### src/rtl/mem_access_arbiter_pkg.sv
// Shared types and sizing for the cache-to-memory request arbiter.
// Serial widths bound how many read/write transactions can be in flight at once.
package mem_access_arbiter_pkg;

  localparam int unsigned MSHR_NUM                   = 2;
  localparam int unsigned MEM_READ_SERIAL_NUM        = MSHR_NUM + 1;
  localparam int unsigned MEM_WRITE_SERIAL_NUM       = MSHR_NUM;
  localparam int unsigned MEM_ACCESS_SERIAL_BIT_SIZE = 2;
  localparam int unsigned MEM_WRITE_SERIAL_BIT_SIZE  = 1;
  localparam int unsigned MEM_IC_MAX_OUTSTANDING     = 1;
  localparam int unsigned ADDR_BIT_SIZE              = 32;
  localparam int unsigned LINE_BIT_SIZE              = 64;

  typedef logic [MEM_ACCESS_SERIAL_BIT_SIZE-1:0] MemAccessSerial;
  typedef logic [MEM_WRITE_SERIAL_BIT_SIZE-1:0]  MemWriteSerial;
  typedef logic [ADDR_BIT_SIZE-1:0]              Addr;
  typedef logic [LINE_BIT_SIZE-1:0]              LineData;

  typedef enum logic [1:0] {
    MEM_OWNER_NONE,
    MEM_OWNER_IC,
    MEM_OWNER_DC
  } MemAccessOwner;

  typedef struct packed {
    logic valid;
    Addr  addr;
  } MemReadAccessReq;

  typedef struct packed {
    logic    valid;
    logic    we;
    Addr     addr;
    LineData data;
  } MemAccessReq;

  typedef struct packed {
    logic           ack;
    MemAccessSerial serial;
    MemWriteSerial  wserial;
  } MemAccessReqAck;

  typedef struct packed {
    logic           valid;
    MemAccessSerial serial;
    LineData        data;
  } MemAccessResult;

  typedef struct packed {
    logic          valid;
    MemWriteSerial serial;
  } MemAccessResponse;

endpackage

### src/rtl/mem_access_arbiter_if.sv
// Bundle of cache-side and memory-side request/response signals around the arbiter.
// master is the arbiter's view; slave is the surrounding caches and memory bridge.
interface mem_access_arbiter_if;
  import mem_access_arbiter_pkg::*;

  MemReadAccessReq  icReq;
  MemAccessReqAck   icAck;
  MemAccessReq      dcReq;
  MemAccessReqAck   dcAck;
  MemAccessReq      memReq;
  MemAccessSerial   memReqSerial;
  MemWriteSerial    memReqWSerial;
  logic             memReady;
  MemAccessResult   memResult;
  MemAccessResponse memResponse;
  MemAccessResult   icResult;
  MemAccessResult   dcResult;
  MemAccessResponse dcResponse;

  modport master (
    input  icReq, dcReq, memReady, memResult, memResponse,
    output icAck, dcAck, memReq, memReqSerial, memReqWSerial,
           icResult, dcResult, dcResponse
  );

  modport slave (
    output icReq, dcReq, memReady, memResult, memResponse,
    input  icAck, dcAck, memReq, memReqSerial, memReqWSerial,
           icResult, dcResult, dcResponse
  );

endinterface

### src/rtl/mem_access_arbiter_serial_free_list.sv
// Busy mask for a pool of transaction serials with a lowest-index-free picker.
// The picker looks only at the registered mask, so a serial freed this cycle is offered next cycle.
module serial_free_list #(
  parameter int unsigned NUM   = 3,
  parameter int unsigned WIDTH = 2
) (
  input  logic             clk,
  input  logic             rst,
  input  logic             alloc,
  input  logic             free,
  input  logic [WIDTH-1:0] freeSerial,
  output logic [WIDTH-1:0] allocSerial,
  output logic             hasFree,
  output logic [NUM-1:0]   busy
);

  logic [NUM-1:0] busyNext;

  always_comb begin
    hasFree     = 1'b0;
    allocSerial = '0;
    for (int i = int'(NUM) - 1; i >= 0; i--) begin
      if (!busy[i]) begin
        hasFree     = 1'b1;
        allocSerial = WIDTH'(i);
      end
    end
  end

  // Alloc and free never target the same serial: alloc picks idle, free hits busy.
  always_comb begin
    busyNext = busy;
    for (int i = 0; i < int'(NUM); i++) begin
      if (free && freeSerial == WIDTH'(i)) busyNext[i] = 1'b0;
      if (alloc && allocSerial == WIDTH'(i)) busyNext[i] = 1'b1;
    end
  end

  always_ff @(posedge clk or posedge rst) begin
    if (rst) busy <= '0;
    else     busy <= busyNext;
  end

endmodule

### src/rtl/mem_access_arbiter.sv
// Shares one memory request port between ICache line fills and DCache reads/writes,
// hands out read/write serials and routes read data back to whichever cache issued it.
module mem_access_arbiter
  import mem_access_arbiter_pkg::*;
#(
  parameter int unsigned READ_SERIAL_NUM    = MEM_READ_SERIAL_NUM,
  parameter int unsigned WRITE_SERIAL_NUM   = MEM_WRITE_SERIAL_NUM,
  parameter int unsigned IC_MAX_OUTSTANDING = MEM_IC_MAX_OUTSTANDING
) (
  input logic                  clk,
  input logic                  rst,
  mem_access_arbiter_if.master bus
);

  localparam int unsigned IC_COUNT_BIT_SIZE = $clog2(IC_MAX_OUTSTANDING + 1);

  logic                          rdHasFree;
  logic                          wrHasFree;
  MemAccessSerial                rdFreeSerial;
  MemWriteSerial                 wrFreeSerial;
  logic [READ_SERIAL_NUM-1:0]    readBusy;
  logic [WRITE_SERIAL_NUM-1:0]   writeBusy;
  MemAccessOwner                 readOwner [READ_SERIAL_NUM];
  logic [IC_COUNT_BIT_SIZE-1:0]  icOutCount;
  MemAccessOwner                 lastGrant;

  logic          icEligible;
  logic          dcEligible;
  logic          icGrant;
  logic          dcGrant;
  logic          accepted;
  logic          rdAlloc;
  logic          wrAlloc;
  logic          rdRelease;
  logic          wrRelease;
  logic          icIssue;
  logic          icRetire;
  MemAccessOwner resultOwner;
  logic          responseBusy;

  serial_free_list #(
    .NUM   (READ_SERIAL_NUM),
    .WIDTH (MEM_ACCESS_SERIAL_BIT_SIZE)
  ) readSerials (
    .clk         (clk),
    .rst         (rst),
    .alloc       (rdAlloc),
    .free        (rdRelease),
    .freeSerial  (bus.memResult.serial),
    .allocSerial (rdFreeSerial),
    .hasFree     (rdHasFree),
    .busy        (readBusy)
  );

  serial_free_list #(
    .NUM   (WRITE_SERIAL_NUM),
    .WIDTH (MEM_WRITE_SERIAL_BIT_SIZE)
  ) writeSerials (
    .clk         (clk),
    .rst         (rst),
    .alloc       (wrAlloc),
    .free        (wrRelease),
    .freeSerial  (bus.memResponse.serial),
    .allocSerial (wrFreeSerial),
    .hasFree     (wrHasFree),
    .busy        (writeBusy)
  );

  // Round-robin between the two caches; ties go to whoever was not acked last.
  always_comb begin
    icEligible = bus.icReq.valid && rdHasFree &&
                 (icOutCount < IC_COUNT_BIT_SIZE'(IC_MAX_OUTSTANDING));
    dcEligible = bus.dcReq.valid && (bus.dcReq.we ? wrHasFree : rdHasFree);
    icGrant    = icEligible && (!dcEligible || lastGrant == MEM_OWNER_DC);
    dcGrant    = dcEligible && (!icEligible || lastGrant == MEM_OWNER_IC);
    accepted   = bus.memReady && (icGrant || dcGrant);
    rdAlloc    = bus.memReady && (icGrant || (dcGrant && !bus.dcReq.we));
    wrAlloc    = bus.memReady && dcGrant && bus.dcReq.we;
    icIssue    = bus.memReady && icGrant;
  end

  always_comb begin
    bus.memReq        = '0;
    bus.memReqSerial  = '0;
    bus.memReqWSerial = '0;
    bus.icAck         = '0;
    bus.dcAck         = '0;
    if (icGrant) begin
      bus.memReq.valid = 1'b1;
      bus.memReq.addr  = bus.icReq.addr;
      bus.memReqSerial = rdFreeSerial;
    end else if (dcGrant) begin
      bus.memReq       = bus.dcReq;
      bus.memReq.valid = 1'b1;
      if (bus.dcReq.we) bus.memReqWSerial = wrFreeSerial;
      else              bus.memReqSerial  = rdFreeSerial;
    end
    if (icGrant && bus.memReady) begin
      bus.icAck.ack    = 1'b1;
      bus.icAck.serial = rdFreeSerial;
    end
    if (dcGrant && bus.memReady) begin
      bus.dcAck.ack = 1'b1;
      if (bus.dcReq.we) bus.dcAck.wserial = wrFreeSerial;
      else              bus.dcAck.serial  = rdFreeSerial;
    end
  end

  // Completions for idle serials resolve to no owner and are dropped.
  always_comb begin
    resultOwner  = MEM_OWNER_NONE;
    responseBusy = 1'b0;
    for (int i = 0; i < int'(READ_SERIAL_NUM); i++) begin
      if (readBusy[i] && bus.memResult.serial == MemAccessSerial'(i))
        resultOwner = readOwner[i];
    end
    for (int i = 0; i < int'(WRITE_SERIAL_NUM); i++) begin
      if (writeBusy[i] && bus.memResponse.serial == MemWriteSerial'(i))
        responseBusy = 1'b1;
    end
  end

  always_comb begin
    rdRelease      = bus.memResult.valid && resultOwner != MEM_OWNER_NONE;
    wrRelease      = bus.memResponse.valid && responseBusy;
    icRetire       = rdRelease && resultOwner == MEM_OWNER_IC;
    bus.icResult   = '0;
    bus.dcResult   = '0;
    bus.dcResponse = '0;
    if (rdRelease && resultOwner == MEM_OWNER_IC) bus.icResult = bus.memResult;
    if (rdRelease && resultOwner == MEM_OWNER_DC) bus.dcResult = bus.memResult;
    if (wrRelease) bus.dcResponse = bus.memResponse;
  end

  always_ff @(posedge clk or posedge rst) begin
    if (rst) begin
      for (int i = 0; i < int'(READ_SERIAL_NUM); i++) readOwner[i] <= MEM_OWNER_NONE;
    end else begin
      for (int i = 0; i < int'(READ_SERIAL_NUM); i++) begin
        if (rdRelease && bus.memResult.serial == MemAccessSerial'(i))
          readOwner[i] <= MEM_OWNER_NONE;
        if (rdAlloc && rdFreeSerial == MemAccessSerial'(i))
          readOwner[i] <= icGrant ? MEM_OWNER_IC : MEM_OWNER_DC;
      end
    end
  end

  // Issue and retire in the same cycle cancel out.
  always_ff @(posedge clk or posedge rst) begin
    if (rst)                     icOutCount <= '0;
    else if (icIssue && !icRetire) icOutCount <= icOutCount + IC_COUNT_BIT_SIZE'(1);
    else if (!icIssue && icRetire) icOutCount <= icOutCount - IC_COUNT_BIT_SIZE'(1);
  end

  always_ff @(posedge clk or posedge rst) begin
    if (rst)           lastGrant <= MEM_OWNER_DC;
    else if (accepted) lastGrant <= icGrant ? MEM_OWNER_IC : MEM_OWNER_DC;
  end

  always_ff @(posedge clk) begin
    if (!rst && bus.memResult.valid)
      assert (resultOwner != MEM_OWNER_NONE)
        else $warning("memResult for idle serial %0d dropped", bus.memResult.serial);
  end

endmodule

### src/flat_wrapper.sv
// flat-port wrapper written by rule: the top's interface ports become plain ports
module mem_access_arbiter_flat import mem_access_arbiter_pkg::*;
#(
  parameter int unsigned READ_SERIAL_NUM    = MEM_READ_SERIAL_NUM,
  parameter int unsigned WRITE_SERIAL_NUM   = MEM_WRITE_SERIAL_NUM,
  parameter int unsigned IC_MAX_OUTSTANDING = MEM_IC_MAX_OUTSTANDING
)
  (clk, rst, bus_icReq, bus_dcReq, bus_memReady, bus_memResult, bus_memResponse, bus_icAck, bus_dcAck, bus_memReq, bus_memReqSerial, bus_memReqWSerial, bus_icResult, bus_dcResult, bus_dcResponse);
  mem_access_arbiter_if bus_i ();
  input logic clk;
  input logic rst;
  input wire logic [$bits(bus_i.icReq)-1:0] bus_icReq;
  input wire logic [$bits(bus_i.dcReq)-1:0] bus_dcReq;
  input wire logic [$bits(bus_i.memReady)-1:0] bus_memReady;
  input wire logic [$bits(bus_i.memResult)-1:0] bus_memResult;
  input wire logic [$bits(bus_i.memResponse)-1:0] bus_memResponse;
  output wire logic [$bits(bus_i.icAck)-1:0] bus_icAck;
  output wire logic [$bits(bus_i.dcAck)-1:0] bus_dcAck;
  output wire logic [$bits(bus_i.memReq)-1:0] bus_memReq;
  output wire logic [$bits(bus_i.memReqSerial)-1:0] bus_memReqSerial;
  output wire logic [$bits(bus_i.memReqWSerial)-1:0] bus_memReqWSerial;
  output wire logic [$bits(bus_i.icResult)-1:0] bus_icResult;
  output wire logic [$bits(bus_i.dcResult)-1:0] bus_dcResult;
  output wire logic [$bits(bus_i.dcResponse)-1:0] bus_dcResponse;
  assign bus_i.icReq = bus_icReq;
  assign bus_i.dcReq = bus_dcReq;
  assign bus_i.memReady = bus_memReady;
  assign bus_i.memResult = bus_memResult;
  assign bus_i.memResponse = bus_memResponse;
  assign bus_icAck = bus_i.icAck;
  assign bus_dcAck = bus_i.dcAck;
  assign bus_memReq = bus_i.memReq;
  assign bus_memReqSerial = bus_i.memReqSerial;
  assign bus_memReqWSerial = bus_i.memReqWSerial;
  assign bus_icResult = bus_i.icResult;
  assign bus_dcResult = bus_i.dcResult;
  assign bus_dcResponse = bus_i.dcResponse;
  mem_access_arbiter #(.READ_SERIAL_NUM(READ_SERIAL_NUM), .WRITE_SERIAL_NUM(WRITE_SERIAL_NUM), .IC_MAX_OUTSTANDING(IC_MAX_OUTSTANDING)) u_core (.clk(clk), .rst(rst), .bus(bus_i));
endmodule
### config.mk
export PLATFORM = sky130hd
export DESIGN_NAME = mem_access_arbiter_flat
export DESIGN_NICKNAME = d
export VERILOG_FILES = /design/src/rtl/mem_access_arbiter_pkg.sv /design/src/rtl/mem_access_arbiter_if.sv /design/src/rtl/mem_access_arbiter_serial_free_list.sv /design/src/rtl/mem_access_arbiter.sv /design/src/flat_wrapper.sv
export SDC_FILE = /design/constraint.sdc
export NUM_CORES = 1
export LEC_CHECK = 0
export BUFFER_PORTS_ARGS = -buffer_cell sky130_fd_sc_hd__buf_2
export CAP_MARGIN = 20
export CORE_AREA = 3 3 172 174
export CTS_CLUSTER_DIAMETER = 60
export DETAILED_ROUTE_END_ITERATION = 10
export DIE_AREA = 0 0 175 177
export HOLD_SLACK_MARGIN = 0.06
export MAX_ROUTING_LAYER = met4
export PLACE_DENSITY_LB_ADDON = 0.3
export SLEW_MARGIN = 20
export SYNTH_ARGS = -nofsm -noshare
export SYNTH_HDL_FRONTEND = slang
export SYNTH_SLANG_ARGS = --single-unit
### constraint.sdc
create_clock -name clk -period 2.6 [get_ports clk]
set_input_delay 0.26 -clock clk [delete_from_list [all_inputs] [get_ports clk]]
set_output_delay 0.26 -clock clk [all_outputs]
set_load 0.02 [all_outputs]
* Word-level counts from Yosys, hierarchy flattened
Index checks and enable logic that the tools add are counted.
Cells by class: magnitude comparators 1, bitwise gates (word level) 2, equality and inequality tests 8, reduce and logical (&&, ||, !) cells 50, muxes and demuxes 50, $add $sub $neg 2
Operators with widths (count):
- 67-bit 2-to-1 mux | 2
- 98-bit 2-to-1 mux | 1
- 64-bit 2-to-1 mux | 1
- 2-bit 2-to-1 mux | 17
- 1-bit logical AND | 32
- 32-bit 2-to-1 mux | 1
- 1-bit 2-to-1 mux | 26
- 2-bit nonzero test | 7
- 2-bit by 1-bit equality test with 1-bit output (second input constant) | 4
- 2-bit equality test (second input constant) | 4
- 1-bit zero test | 5
- 2-bit zero test | 2
- 1-bit logical OR | 4
- 4-bit 2-to-1 mux | 1
- 3-bit 2-to-1 mux | 1
- 1-bit NOT | 2
- 1-bit adder (second input constant) | 1
- 1-bit < comparator (second input constant) | 1
- 1-bit subtractor (second input constant) | 1
Storage, ports and cells: flip-flop bits (word level) 14, logic and storage cells 123

* Longest topological paths before layout
Gate-level depths: netlist of the first run.
word-level depth 13, mapped depth 8

* Cells and area by module
A second synthesis of the first run with hierarchy kept.
Second synthesis, totals: cells, all modules 383, area, all modules 2830.2 um^2
Modules (own cells, without submodules):
- mem_access_arbiter | cells each 356, area an instance 2571.2 um^2, times used 1
- serial_free_list at u_core.readSerials | cells each 17, area an instance 165.2 um^2, times used 1
- serial_free_list at u_core.writeSerials | cells each 10, area an instance 93.8 um^2, times used 1

* Worst setup path before layout of the first run
OpenSTA, ideal clock, no wires.
kind register -> output, start point register u_core.readSerials.busy[1], end point output port bus_dcResult[57], arrival 2.016 ns, slack 0.324 ns, required time 2.340 ns, buffers on the path 3, cell stages (with the launch flop) 8, cells stage by stage dfrtp_1 and3b_1 and2_1 or2_2 clkbuf_1 buf_2 clkbuf_1 nor3_1
On the way: longest elaborated chain between the ends 7, elaborated cells between the ends (all ways) 8
Ends and longest elaborated chain:
- start: declaration | RTL line mem_access_arbiter_serial_free_list.sv:14 | output logic [NUM-1:0] busy
- start signal: assignment | RTL line mem_access_arbiter_serial_free_list.sv:41 | else busy <= busyNext;
- 1-bit logical AND (*) | RTL line mem_access_arbiter.sv:114 | if (readBusy[i] && bus.memResult.serial == MemAccessSerial'(i))
- 2-bit 2-to-1 mux (*) (2 in a row) | RTL line mem_access_arbiter.sv:114
- 2-bit nonzero test | RTL line mem_access_arbiter.sv:124 | rdRelease = bus.memResult.valid && resultOwner != MEM_OWNER_NONE;
- 1-bit logical AND | RTL line mem_access_arbiter.sv:124
- 1-bit logical AND (*) | RTL line mem_access_arbiter.sv:131 | if (rdRelease && resultOwner == MEM_OWNER_DC) bus.dcResult = bus.memResult;
- 67-bit 2-to-1 mux (*) | RTL line mem_access_arbiter.sv:131
- end: declaration | RTL line flat_wrapper.sv:23 | output wire logic [$bits(bus_i.dcResult)-1:0] bus_dcResult;
Every way passes the cells marked *; elsewhere a longest branch is shown, timed or not.

* Worst setup path after layout of the first run
start point register u_core.readSerials.busy[0], end point output port bus_memReq[83]
On the way: longest elaborated chain between the ends 8, elaborated cells between the ends (all ways) 13
Ends and longest elaborated chain:
- 1-bit 2-to-1 mux (*) | RTL line mem_access_arbiter_serial_free_list.sv:23 | if (!busy[i]) begin
- 1-bit logical AND (2 in a row) | RTL line mem_access_arbiter.sv:71 | icEligible = bus.icReq.valid && rdHasFree &&
- 1-bit zero test | RTL line mem_access_arbiter.sv:75 | dcGrant = dcEligible && (!icEligible || lastGrant == MEM_OWNER_IC);
- 1-bit logical OR | RTL line mem_access_arbiter.sv:75
- 1-bit logical AND | RTL line mem_access_arbiter.sv:75
- 98-bit 2-to-1 mux | RTL line mem_access_arbiter.sv:92 | end else if (dcGrant) begin
- 32-bit 2-to-1 mux (*) | RTL line mem_access_arbiter.sv:88 | if (icGrant) begin
- end: declaration | RTL line flat_wrapper.sv:19 | output wire logic [$bits(bus_i.memReq)-1:0] bus_memReq;
Marked as above.

==> results.yml, run 1 <==
setup_path:
  cp_max_fo: 98
  worst_setup_path_start_kind: "flop"
  r2r_start: "u_core.readSerials.busy[1]"
  worstPathRequired_ns: 2.34
  crit_type: "reg -> out"
  crit_path_start: "u_core.readSerials.busy[0]"
  arrival_ns: 2.23
  endpoint_kind: "output pin"
drt:
  remaining_drc_errors: 0
  vias_per_cell: 3.74
  wl_per_cell_um: 14.7
  via_count: 4629
  dr.pass1.iters: 7
  drtIter0Drc: 206
  ant_nets: 0
  finalWirelength_mm: 18.2
clock_tree:
  post_cts_buffers: 0
  postCtsHoldBufs: 0
  cts.htree.levels: 1
  cts_tree: "built"
  path_clk_slew_ns: 0.05
  cts.sinks: 14
  numCtsBuffers: 3
  cts_buffer_depth: 2
  cts_resized: 0
  clk_latency_ns: 0.25
  cts_root_buffer: "clkbuf_16"
floorplan:
  die_h_um: 177
  start_util: 0.104
  die_x_um: 175
  pin_count: 448
  coreArea_um2: 27900
  fp-row-count: 61
  dieArea_um2: 31000
sta:
  tns_ns: 0
  hold_viol: 0
  fin_skew_ns: 0.00121
  drv_slew: 0
  setup_violations: 0
  worstMarginPinSlew_ns: 0.767
  rsz0062_at_grt: "false"
  final.period_utilization: 0.956
  slew_headroom: 0.489
  period_needed_ns: 2.49
  timing.fmax_mhz: 402
synthesis:
  async_reset_ff_frac: 1.00
  postSynthAreaPerCell_um2: 6.46
  ys_seq_area_frac: 0.121
  synth_cell_type_count: 47
  synth-edff-count: 0
  synth_seq_cells: 14
  yosysWarningCount: 0
  netlist_area_um2: 2890
  ys.flop_type: "dfrtp_1"
  synth_nets: 652
  synth_top_area_frac: 0.187
  synth_top_area_cell: "nor3_1"
  synth_area_leaders: "nor3_1, and2_1, dfrtp_1"
  synthCells: 448
place:
  port_buffers: 446
  globalplace.congestion: 0.805
  dp_hpwl_mm: 15.1
  placed_cell_area_um2: 5500
  place_inst: 1233
global_routing:
  grt_max_degree: 99
  gr-total-overflow: 0
  antenna_found_initial: 1
  track_usage: 0.104
  grt_pass1_vias: 4276
  grt_first_pass_wirelength_mm: 25.2
layout:
  area_growth_pct: 95.1
  finalNonFillerCells: 1238
  fin_nets: 1065
  final_layout_size_suffix_gt1_frac: 0.590
  design_area_um2: 5650
  diodes: 0
job:
  max_cap_viol_count: 0
power_and_ir_drop:
  power_density_nw_per_um2: 641
  p_leak_nw: 3.49
  p_total_mw: 3.62
  vdd_drop_max_v: 0.000374
worst_hold_path:
  holdCritPathClass: "in -> async"
run_status:
  run_status: "complete, no violations"
## final cells by class
| class | instances | area [um2] |
|---|---|---|
| flip-flops and latches | 14 | 353 |
| fillers | 3217 | 22300 |
| clock buffers | 4 | 88.8 |
| repair buffers | 457 | 2380 |
| well taps | 378 | 473 |
| inverters | 72 | 270 |
| multi-input cells | 313 | 2080 |
## where the power goes
part | leakage [nW] | internal (mW) | total, mW | switching, mW
Sequential | 0.169 | 0.329 | 0.430 | 0.101
Combinational | 3.28 | 1.01 | 2.86 | 1.85
Clock | 0.0442 | 0.234 | 0.329 | 0.0954
Total | 3.49 | 1.57 | 3.62 | 2.05
## cell families after synthesis
logic type,count (synthesis),share of synthesized area
flip-flops,14,0.121
buffers and inverters,121,0.176
multiplexers,1,0.00346
AO/OA/AOI/OAI,63,0.178
adder cells (fa/ha/maj),1,0.00432
XOR/XNOR,1,0.00303
AND/OR/NAND/NOR,246,0.512
other,1,0.00130
## cell usage in the layout (no fill, tap or decap), types with 3 or more instances in the layout
master     synthesis  layout
a21oi_1            5       5
a22o_1            32      32
and2_1            66      66
and3_1             3       3
buf_2             15     446
buf_4              2       6
clkbuf_16          0       4
dfrtp_1           13      12
inv_1             71      71
nand2_1            9       9
nand2b_1           4       4
nand3_1            3       3
nor2_1             9       7
nor2b_1            3       3
nor3_1           108     105
nor3_2            30      33
o21ai_0            4       4
or2_2              3       3
## routing by layer
metal	up-vias	share of wire	track usage
li1	2335	-	-
met1	2106	0.45	0.140
met2	180	0.50	0.175
met3	8	0.053	0.0118
met4	0	0.0032	0.00831
met5	-	0	-
## critical path, stage by stage (launching register included)
cell	delay (ns)
dfrtp_1	0.40
buf_4	0.17
and3_1	0.18
nor3_1	0.43
nor2_4	0.08
buf_12	0.21
a22o_1	0.26
buf_2	0.17
## cell usage after synthesis, drive strengths merged (4+ instances only)
cell type	count
a22o	32
nor2	9
inv	71
dfrtp	13
nand2b	4
o21ai	4
nor3	138
a21oi	5
and2	66
nand2	9
buf	21
clkbuf	28
## flip-flops by register name, summed over array words and instances (netlist names)
signal and cells:
u_core.icOutCount 1, u_core.lastGrant 2, u_core.readOwner 6, u_core.readSerials.busy 3, u_core.writeSerials.busy 2
## stage by stage
stage / util / hold slack [ns] / worst slack (ns)
3_3_place_gp: 0.197 / 0.348 / 0.219
5_1_grt: 0.202 / 0.126 / 0.00208
4_1_cts: 0.200 / 0.0940 / 0.0425
3_5_place_dp: 0.197 / 0.355 / 0.225
6_report: 0.202 / 0.0561 / 0.114
2_1_floorplan: - / 0.149 / 0.324
## path summary, 6_finish.rpt
kind / to / slack (ns) / cells past startpoint
worst max-delay path: bus_memReq[83] / 0.11 / 7
worst min-delay path: u_core.writeSerials.busy[1] / 0.06 / 2
worst max register to register: u_core.icOutCount / 0.51 / 7
worst min register to register: u_core.icOutCount / 0.46 / 1
max in group asynchronous: u_core.readSerials.busy[2] / 2.14 / 2
min in group clk: u_core.lastGrant[1] / 0.22 / 2
No activity file was read; power rests on OpenSTA's default activity.
==> run 2, diff against run 1 <==
--- a/config.mk
+++ b/config.mk
@@ -5,12 +5,13 @@
 export SDC_FILE = /design/constraint.sdc
 export NUM_CORES = 1
 export LEC_CHECK = 0
+export ABC_AREA = 1
 export BUFFER_PORTS_ARGS = -buffer_cell sky130_fd_sc_hd__buf_2
 export CAP_MARGIN = 20
-export CORE_AREA = 3 3 172 174
+export CORE_AREA = 5 5 171 173
 export CTS_CLUSTER_DIAMETER = 60
 export DETAILED_ROUTE_END_ITERATION = 10
-export DIE_AREA = 0 0 175 177
+export DIE_AREA = 0 0 176 178
 export HOLD_SLACK_MARGIN = 0.06
 export MAX_ROUTING_LAYER = met4
 export PLACE_DENSITY_LB_ADDON = 0.3
==> results.yml, run 2 <==
place:
  place_ws_ns: 0.514
  placed_cell_area_um2: 5250
  port_buffers: 446
  place_inst: 1348
  globalplace.congestion: 0.796
  dp_hpwl_mm: 17.7
setup_path:
  cp.depth: 8
  cp_cell_sequence: "nand4_1, nand3_1, nand2_1, nor2_2, inv_2, buf_4, nor2_1, buf_2"
  slowest_delay_ns: 0.50
  path_delay_family: "buffers and inverters"
  cp_slowest_cell: "buf_4"
  cp_max_fo: 65
  endpoint_kind: "output pin"
  crit_type: "reg -> out"
  worstPathRequired_ns: 2.34
  reg2regPathDepth: 8
  cp.buffers_inverters: 3
  r2r_start: "u_core.readSerials.busy[1]"
  worst_setup_path_start_kind: "flop"
  arrival_ns: 2.05
  crit_path_start: "u_core.readSerials.busy[1]"
layout:
  finalNonFillerCells: 1354
  fin_nets: 1211
  most-common-layout-cells: "buf_2, nor2_1, inv_1"
  top_regs: "u_core.readOwner (6), u_core.readSerials.busy (3)"
  area_growth_pct: 97.3
  regMostFlops: "u_core.readOwner"
  final_layout_size_suffix_gt1_frac: 0.465
  fin_util: 0.194
  final_common_cell: "buf_2"
  largest_register_ffs: 6
  design_area_um2: 5340
drt:
  ant_nets: 0
  dr.pass1.iters: 4
  wl_per_cell_um: 14.3
  drtIter0Drc: 102
  via_count: 4836
  remaining_drc_errors: 0
  vias_per_cell: 3.57
  finalWirelength_mm: 19.4
synthesis:
  synthTopCellsByCount: "nor2_1, inv_1, nand2_1"
  ys_seq_area_frac: 0.130
  synth-edff-count: 0
  synth_area_leaders: "nor2_1, inv_1, nand2_1"
  async_reset_ff_frac: 1.00
  postSynthAreaPerCell_um2: 4.68
  yosysMostFrequentCell: "nor2_1"
  synth_top_area_cell: "nor2_1"
  ys.flop_type: "dfrtp_1"
  synth_nets: 782
  yosysWarningCount: 0
  synth_seq_cells: 14
  synth_cell_type_count: 24
  synth_top_area_frac: 0.290
  netlist_area_um2: 2710
  synthCells: 578
sta:
  timing.hold.ws_ns: 0.0785
  period_needed_ns: 2.31
  setup_violations: 0
  rsz0062_at_grt: "false"
  tns_ns: 0
  slew_headroom: 0.563
  fin_skew_ns: 0.00655
  worstMarginPinSlew_ns: 0.656
  hold_viol: 0
  drv_slew: 0
  fin_ws_ns: 0.287
  final.period_utilization: 0.890
  timing.fmax_mhz: 432
clock_tree:
  postCtsHoldBufs: 0
  cts_root_buffer: "clkbuf_16"
  numCtsBuffers: 3
  cts_buffer_depth: 2
  cts.htree.levels: 1
  cts.sinks: 14
  path_clk_slew_ns: 0.05
  post_cts_buffers: 0
  cts_resized: 0
  clk_latency_ns: 0.24
  cts_tree: "built"
floorplan:
  die_x_um: 176
  pin_count: 448
  die_h_um: 178
  coreArea_um2: 27500
  dieArea_um2: 31300
  start_util: 0.0985
  fp-row-count: 61
global_routing:
  grt_pass1_vias: 4706
  grt_first_pass_wirelength_mm: 27.2
  gr-total-overflow: 0
  track_usage: 0.115
  grt_max_degree: 66
  antenna_found_initial: 7
power_and_ir_drop:
  p_total_mw: 3.33
  p_leak_nw: 4.07
  power_density_nw_per_um2: 623
  vdd_drop_max_v: 0.000219
run_status:
  run_status: "complete, no violations"
worst_hold_path:
  holdCritPathClass: "in -> async"
job:
  max_cap_viol_count: 0
[run 2: worst reg2reg max path, stage by stage (launching register included)]
cell and delay, ns:
dfrtp_1 0.44, nand4_1 0.12, nand3_1 0.11, nand2_1 0.11
nor2_2 0.05, inv_2 0.06, buf_4 0.50, ha_1 0.38
xnor2_1 0.12
[run 2: path summary, 6_finish.rpt]
path	end	slack [ns]
worst min register to register	u_core.icOutCount	0.48
worst min-delay path	u_core.readOwner[0]	0.08
max in group asynchronous	u_core.readSerials.busy[0]	2.12
min in group clk	u_core.writeSerials.busy[0]	0.29
worst max-delay path	bus_icResult[3]	0.29
worst max register to register	u_core.icOutCount	0.58
[run 2: logic make-up (layout without fill, tap and decap cells)]
kind of cell | Yosys count | count (layout) | share of synthesized area
AO/OA/AOI/OAI | 11 | 11 | 0.0222
XOR/XNOR | 1 | 1 | 0.00324
adder cells (fa/ha/maj) | 1 | 1 | 0.00462
buffers and inverters | 185 | 613 | 0.296
AND/OR/NAND/NOR | 365 | 365 | 0.543
other | 1 | 3 | 0.00138
flip-flops | 14 | 14 | 0.130
[run 2: cell type report]
class / count / area (um2)
multi-input cells: 379 / 1560
fillers: 3271 / 22100
diodes: 2 / 5.00
repair buffers: 456 / 2330
well taps: 346 / 433
inverters: 153 / 574
flip-flops and latches: 14 / 352
clock buffers: 4 / 88.8
[run 2: power breakdown]
part           internal [mW]  leakage (nW)  switching, mW
logic                  0.798          3.86           1.80
clock network          0.233        0.0442         0.0923
registers              0.321         0.171         0.0884
[run 2: routing by layer]
metal | wire [um] | vias up | GRT usage
met5 | 0 | - | -
met4 | 271 | 0 | 0.0153
met3 | 1790 | 18 | 0.0237
met2 | 10900 | 300 | 0.240
met1 | 6430 | 2032 | 0.110
li1 | - | 2486 | -
